### config.mk
export PLATFORM = sky130hd
export DESIGN_NAME = link_tx_scheduler
export DESIGN_NICKNAME = d
export VERILOG_FILES = /design/src/rtl/link_tx_scheduler.sv
export SDC_FILE = /design/constraint.sdc
export NUM_CORES = 1
export LEC_CHECK = 0
export BUFFER_PORTS_ARGS = -buffer_cell sky130_fd_sc_hd__buf_2
export CAP_MARGIN = 20
export CORE_UTILIZATION = 50
export CTS_CLUSTER_SIZE = 8
export DETAILED_ROUTE_END_ITERATION = 16
export PLACE_DENSITY = 0.78
export SLEW_MARGIN = 10
export SYNTH_ARGS = -nofsm -noshare
export SYNTH_HDL_FRONTEND = slang
export SYNTH_SLANG_ARGS = --single-unit
### constraint.sdc
create_clock -name clk -period 3 [get_ports clk]
set_input_delay 0.6 -clock clk [delete_from_list [all_inputs] [get_ports clk]]
set_output_delay 0.6 -clock clk [all_outputs]
set_load 0.02 [all_outputs]
### src/rtl/link_tx_scheduler.sv
// rtl/link_tx_scheduler.sv - master-side transmit scheduler for the two-board link
//
// Sequences state-broadcast (5 bytes) and acknowledge (2 bytes) packets onto a
// shared UART transmitter and runs a frame-based receive watchdog.
//
// Ports:
//   clk, rst             clock, synchronous active-high reset
//   frame_tick           per-frame pulse, requests a state broadcast
//   p1_hp, p2_hp         player health, sampled on frame_tick
//   game_state           game FSM state, sampled on frame_tick
//   rx_data, rx_valid    byte from the mirror; each one requests an ack
//   tx_ready             UART idle
//   tx_data, tx_start    byte launch towards the UART
//   link_up              mirror heard from within LINK_TIMEOUT frames
//   overrun              pulse when a frame_tick request is dropped
//   busy                 a packet is in flight
module link_tx_scheduler #(
    parameter logic [7:0] SYNC_STATE   = 8'hA5,
    parameter logic [7:0] SYNC_ACK     = 8'h5A,
    parameter int         LINK_TIMEOUT = 30
) (
    input  logic       clk,
    input  logic       rst,
    input  logic       frame_tick,
    input  logic [7:0] p1_hp,
    input  logic [7:0] p2_hp,
    input  logic [2:0] game_state,
    input  logic [7:0] rx_data,
    input  logic       rx_valid,
    input  logic       tx_ready,
    output logic [7:0] tx_data,
    output logic       tx_start,
    output logic       link_up,
    output logic       overrun,
    output logic       busy
);

    localparam logic [7:0] WD_MAX = 8'(LINK_TIMEOUT);

    typedef enum logic [1:0] {
        S_IDLE,
        S_ISSUE,
        S_WAIT_LOW,
        S_WAIT_READY
    } state_t;

    state_t     state, state_next;

    logic       state_pend;
    logic       ack_pend;
    logic [7:0] ack_byte;

    // Pending snapshot: always takes the newest frame_tick values. The packet
    // in flight is sent from pkt_b*, copied at selection time, so later ticks
    // can never corrupt a packet already on the wire.
    logic [2:0] pend_gs;
    logic [7:0] pend_p1;
    logic [7:0] pend_p2;

    logic [7:0] pkt_b0, pkt_b1, pkt_b2, pkt_b3, pkt_b4;
    logic [2:0] pkt_last;
    logic [2:0] idx;

    logic [7:0] wd_cnt;

    logic       sel_ack;
    logic       sel_state;
    logic [7:0] cur_byte;

    always_comb begin
        cur_byte = pkt_b0;
        case (idx)
            3'd1:    cur_byte = pkt_b1;
            3'd2:    cur_byte = pkt_b2;
            3'd3:    cur_byte = pkt_b3;
            3'd4:    cur_byte = pkt_b4;
            default: cur_byte = pkt_b0;
        endcase
    end

    always_comb begin
        state_next = state;
        sel_ack    = 1'b0;
        sel_state  = 1'b0;
        tx_start   = 1'b0;
        tx_data    = 8'h00;
        busy       = (state != S_IDLE);
        case (state)
            S_IDLE: begin
                if (ack_pend) begin
                    sel_ack    = 1'b1;
                    state_next = S_ISSUE;
                end else if (state_pend) begin
                    sel_state  = 1'b1;
                    state_next = S_ISSUE;
                end
            end
            S_ISSUE: begin
                tx_data = cur_byte;
                if (tx_ready) begin
                    tx_start   = 1'b1;
                    state_next = S_WAIT_LOW;
                end
            end
            // The UART needs a cycle before it drops tx_ready.
            S_WAIT_LOW: state_next = S_WAIT_READY;
            S_WAIT_READY: begin
                if (tx_ready) begin
                    state_next = (idx == pkt_last) ? S_IDLE : S_ISSUE;
                end
            end
            default: state_next = S_IDLE;
        endcase
    end

    always_ff @(posedge clk) begin
        if (rst) begin
            state      <= S_IDLE;
            state_pend <= 1'b0;
            ack_pend   <= 1'b0;
            ack_byte   <= 8'h00;
            pend_gs    <= 3'd0;
            pend_p1    <= 8'h00;
            pend_p2    <= 8'h00;
            pkt_b0     <= 8'h00;
            pkt_b1     <= 8'h00;
            pkt_b2     <= 8'h00;
            pkt_b3     <= 8'h00;
            pkt_b4     <= 8'h00;
            pkt_last   <= 3'd0;
            idx        <= 3'd0;
            overrun    <= 1'b0;
        end else begin
            state <= state_next;

            // A new request in the selection cycle re-arms the flag.
            if (frame_tick)     state_pend <= 1'b1;
            else if (sel_state) state_pend <= 1'b0;

            if (rx_valid)     ack_pend <= 1'b1;
            else if (sel_ack) ack_pend <= 1'b0;

            if (rx_valid) ack_byte <= rx_data;

            if (frame_tick) begin
                pend_gs <= game_state;
                pend_p1 <= p1_hp;
                pend_p2 <= p2_hp;
            end

            // Dropped only if the old request is not being consumed right now.
            overrun <= frame_tick && state_pend && !sel_state;

            if (sel_ack) begin
                pkt_b0   <= SYNC_ACK;
                pkt_b1   <= ack_byte;
                pkt_last <= 3'd1;
                idx      <= 3'd0;
            end else if (sel_state) begin
                pkt_b0   <= SYNC_STATE;
                pkt_b1   <= {pend_gs, 5'b0};
                pkt_b2   <= pend_p1;
                pkt_b3   <= pend_p2;
                pkt_b4   <= {pend_gs, 5'b0} ^ pend_p1 ^ pend_p2;
                pkt_last <= 3'd4;
                idx      <= 3'd0;
            end else if (state == S_WAIT_READY && tx_ready) begin
                idx <= idx + 3'd1;
            end
        end
    end

    always_ff @(posedge clk) begin
        if (rst) begin
            wd_cnt  <= 8'h00;
            link_up <= 1'b0;
        end else if (rx_valid) begin
            wd_cnt  <= 8'h00;
            link_up <= 1'b1;
        end else if (frame_tick) begin
            if (wd_cnt < WD_MAX) wd_cnt <= wd_cnt + 8'h01;
            if (wd_cnt >= WD_MAX - 8'h01) link_up <= 1'b0;
        end
    end

endmodule

# After elaboration in Yosys (flattened, before gate mapping)

Index checks and enable logic that the tools add are counted.

Add/sub/neg operators: 2
Order comparisons: 2
Equal/unequal tests: 11
Multiplexer cells: 28
Bitwise logic cells: 3
Reductions and logical operators: 18

Operators with widths:

| cell                | number |
|---|---|
| $pmux 8 s4          | 1 |
| $mux 8              | 3 |
| $mux 1              | 17 |
| $xor 8x8->8         | 2 |
| $mux 7              | 2 |
| $reduce_bool 2->1   | 6 |
| $add 8x1->8 const B | 1 |
| $ge 8x5->1 const B  | 1 |
| $lt 8x5->1 const B  | 1 |
| $mux 2              | 4 |
| $pmux 2 s4          | 1 |
| $eq 3x2->1 const B  | 2 |
| $reduce_and 2->1    | 3 |
| $eq 2x2->1 const B  | 2 |
| $ne 2x2->1 const B  | 2 |
| $reduce_or 2->1     | 2 |
| $add 3x1->3 const B | 1 |
| $eq 3x1->1 const B  | 1 |
| $eq 3x3->1          | 1 |
| $eq 3x3->1 const B  | 1 |
| $logic_and 1x1->1   | 3 |
| $ne 3x3->1 const B  | 1 |
| $reduce_and 3->1    | 1 |
| $reduce_or 3->1     | 1 |
| other kinds (4)     | 4 |

Bits in registers: 83
Output and inout bits: 12
Word-level logic and storage cells: 83

# Longest topological paths before layout

Depth in word-level cells: 5
Depth in mapped cells: 7

# Worst setup path before layout

No wires, ideal clock.

Path type: reg-to-output
From: register idx[0]
To: output tx_data[0]
Arrival: 1626 ps
Setup slack: 774 ps
Stages on the path, launching flop included: 7
Buffers on the path: 1
Cell sequence: dfxtp_1 inv_1 ha_1 clkbuf_1 nor3_1 o21bai_4 a21oi_1

Cells in the longest elaborated chain, start to end: 3
Elaborated cells on any way between the ends: 6

Ends and longest elaborated chain:

| item                               | RTL line | source |
|---|---|---|
| from (decl)                        | 62       | `logic [2:0] idx;` |
| from (signal assigned)             | 168      | `idx <= idx + 3'd1;` |
| $eq 3x3->1 (tied with other cells) | 72       | `case (idx)` |
| $pmux 8 s4 (*)                     | 72       |  |
| $mux 8 (*)                         | 88       | `case (state)` |
| to (decl)                          | 31       | `output logic [7:0] tx_data,` |

Mark *: on every way between the ends. The rest lies on a longest branch, timed or not.

# Final worst setup path

From: register idx[0]
To: output tx_data[6]

The elaborated chain is that of the path after synthesis.

==> metrics.txt <==
final antenna-violating net count 0; final setup fails 0; design area approximately 3900 µm²; drt first pass iters 5; FILL cells 531; Root Driver clkbuf_8; most frequent cells in the layout 78 x dfxtp_1, 55 x nor2_1, 44 x nand2_1; Port Buf Inserts 43; wirelength, routed around 7.5 mm; Mapped Nets 419; max-cap viol count 0; Final Worst Setup Slack between 0.15 and 0.2 ns; Post-synth EDFFs 0; Ports 44; slowest CP cell dfxtp_1; Clk Latency, worst-skew pair roughly 0.35 ns; register area ~1600 µm²; worst-margin pin slew between 0.5 and 0.6 ns; crit share post-route ~94%; Reg-to-Reg End pkt_b4[2]; met3 Use GR under 10%; via count 2760; Most Crowded Layer GR met2; Tot Pwr between 2 and 3 mW; initial core utilization between 50% and 60%; H-tree levels 3; clk_skew 0.00465 ns; n_diodes 0; Synth Flop Type dfxtp_1; initial antenna violation count 0; HP Start pkt_b4[6]; Crit. End Element primary output; WHS ~0.47 ns; async set or reset register ratio after synthesis 0%; WP data arrival 2.21 ns; drt wl/cell ~15 µm; Clock Path Buffers 2; number of global-route vias before repair 2670; routability cong. 0.828; Worst EP required ~2.4 ns; Multi-input gate area between 1500 and 2000 µm²; commonest non-fill, non-tap cell in the layout dfxtp_1; DP Wirelength roughly 5.2 mm; Yosys cell types between 40 and 50; TritonCTS buffer count 9; CP Cell Sequence inv_1 -> ha_1 -> nor3_1 -> o21bai_4 -> o21ai_2 -> a21oi_1 -> buf_2; met2 Use GR a little over a third; Worst Setup Path Type flop to primary output; Finished Core Util a little over 60%; chip width roughly 85 µm; GRT Util Overall approximately 22%; Leakage Power about 1.6 nW; slowest stage delay, CP roughly 0.4 ns; Mapped Cells about 380; chip height 85.0 µm; placed insts between 400 and 500; clk slew on worst S/H paths about 0.08 ns; first-pass GRT wire length around 12 mm; Post-CTS Setup Repair Bufs 0; minimum clock period 2.81 ns; CTS tree done; setup TNS after final layout 0 ns; initial detailed-routing violation count approximately 250; Top delay family on crit path compound AO/OA/AOI/OAI gates; Slew Limit Headroom about three fifths; worst-path maximum fanout 10; status completed; Reg2Reg Depth 6; Final Slew Violations 0; post-synthesis sequential area ratio a little under half; Buffers & Inverters on Critical Path 2; worst slack, placed ~0.62 ns; Mean Syn Cell Area 9.19 µm²; Max Freq between 300 and 400 MHz; Worst R2R Start state[0]; drt via density ~5.6; Final Hold Vio Count 0; Post-DP Area between 3000 and 4000 µm²; largest net degree at the start of global routing 32; #FFs+latches synth slightly below 80; Synth Cell Area ~3400 µm²; Hold WC Path Type flop to flop; gr ovfl total 0; Die Area 7230 µm²; M1 GR Usage around 28%; Layout area overhead 13.9%; PwrDens 722 nW/µm²; reg2reg setup slack 1.14 ns; VDD IR max 0.254 mV; Finished Layout Cells 493; DRC viols 0; Resized Gates After CTS 0; Hold Crit Endpoint pkt_b4[6]; Nets about 460; Synth Warn # 0; Sink Count 78; share of layout cells above drive strength 1 between 10% and 20%; unrepaired setup endpoints after global routing no; CTS Hold Bufs 0; row count 29; Hold Path Depth 2; core area 6490 µm²; Critical Path Start Type flop
==> flip-flops by register name, indices dropped and copies added, names as in the netlist, 8 cells and up <==
signal,flops
pkt_b2,8
pkt_b4,8
pend_p2,8
pend_p1,8
wd_cnt,8
pkt_b3,8
pkt_b1,8
ack_byte,8
==> report_power, final <==
group | switching [mW] | internal [mW] | total (mW)
clock network | 0.388 | 0.577 | 0.965
logic | 0.408 | 0.244 | 0.651
registers | 0.0876 | 1.13 | 1.22
==> cells in the mapped netlist (5+ instances only) <==
cell       n  share of area [%]
a211oi_1   6                1.3
a21oi_1   36                5.2
a222oi_1   8                2.3
a22o_1     8                2.0
a22oi_1    5                1.1
and2_1     5               0.91
buf_2      8                1.2
buf_4      5                1.1
clkbuf_1   7               0.76
dfxtp_1   78                 45
ha_1      12                4.4
inv_1      6               0.65
mux2i_1   29                8.4
nand2_1   44                4.8
nor2_1    55                6.0
nor3_1     6               0.87
o21ai_0    5               0.73
xnor2_1   13                3.3
==> cell type report <==
class,instances,share of cell area (%)
Multi-Input combinational cell,266,44.3
Sequential cell,78,39.8
Timing Repair Buffer,47,6.25
Clock buffer,11,3.60
Clock inverter,5,2.71
Tap cell,77,2.46
Inverter,9,0.861
==> worst max path at each step <==
stage | from | to | slack [ns] | cells after the start
finish | idx[0] | tx_data[6] | 0.19 | 7
global route | idx[2] | tx_data[3] | 0.06 | 5
CTS | idx[2] | tx_data[1] | 0.21 | 5
detailed placement | idx[0] | tx_data[6] | 0.62 | 7
global placement | idx[0] | tx_data[7] | 0.71 | 7
floorplan | idx[0] | tx_data[0] | 0.77 | 6
==> layer usage <==
metal / part of all wire, % / vias up
met5: 0 / -
met4: 3.2 / 0
met3: 4.8 / 21
met2: 46 / 74
met1: 46 / 1290
li1: - / 1375
==> logic make-up (layout without fill, tap and decap cells) <==
| logic type | Yosys count | in the layout | share of synthesized area (%) |
|---|---|---|---|
| AOI/OAI and AO/OA | 79 | 79 | 16.4 |
| xor gates and xnor gates | 17 | 17 | 4.32 |
| adders and majority gates | 12 | 12 | 4.36 |
| buffers and inverters | 31 | 72 | 4.21 |
| DFF | 78 | 78 | 45.3 |
| muxes | 29 | 29 | 8.42 |
| and+or+nand+nor | 129 | 129 | 16.9 |
==> tightest hold or removal path, stage by stage, from the launching register on <==
cell	delay, ns
dfxtp_1	0.32
nand2_1	0.06
a21oi_1	0.05
No activity file was read; power rests on OpenSTA's default activity.
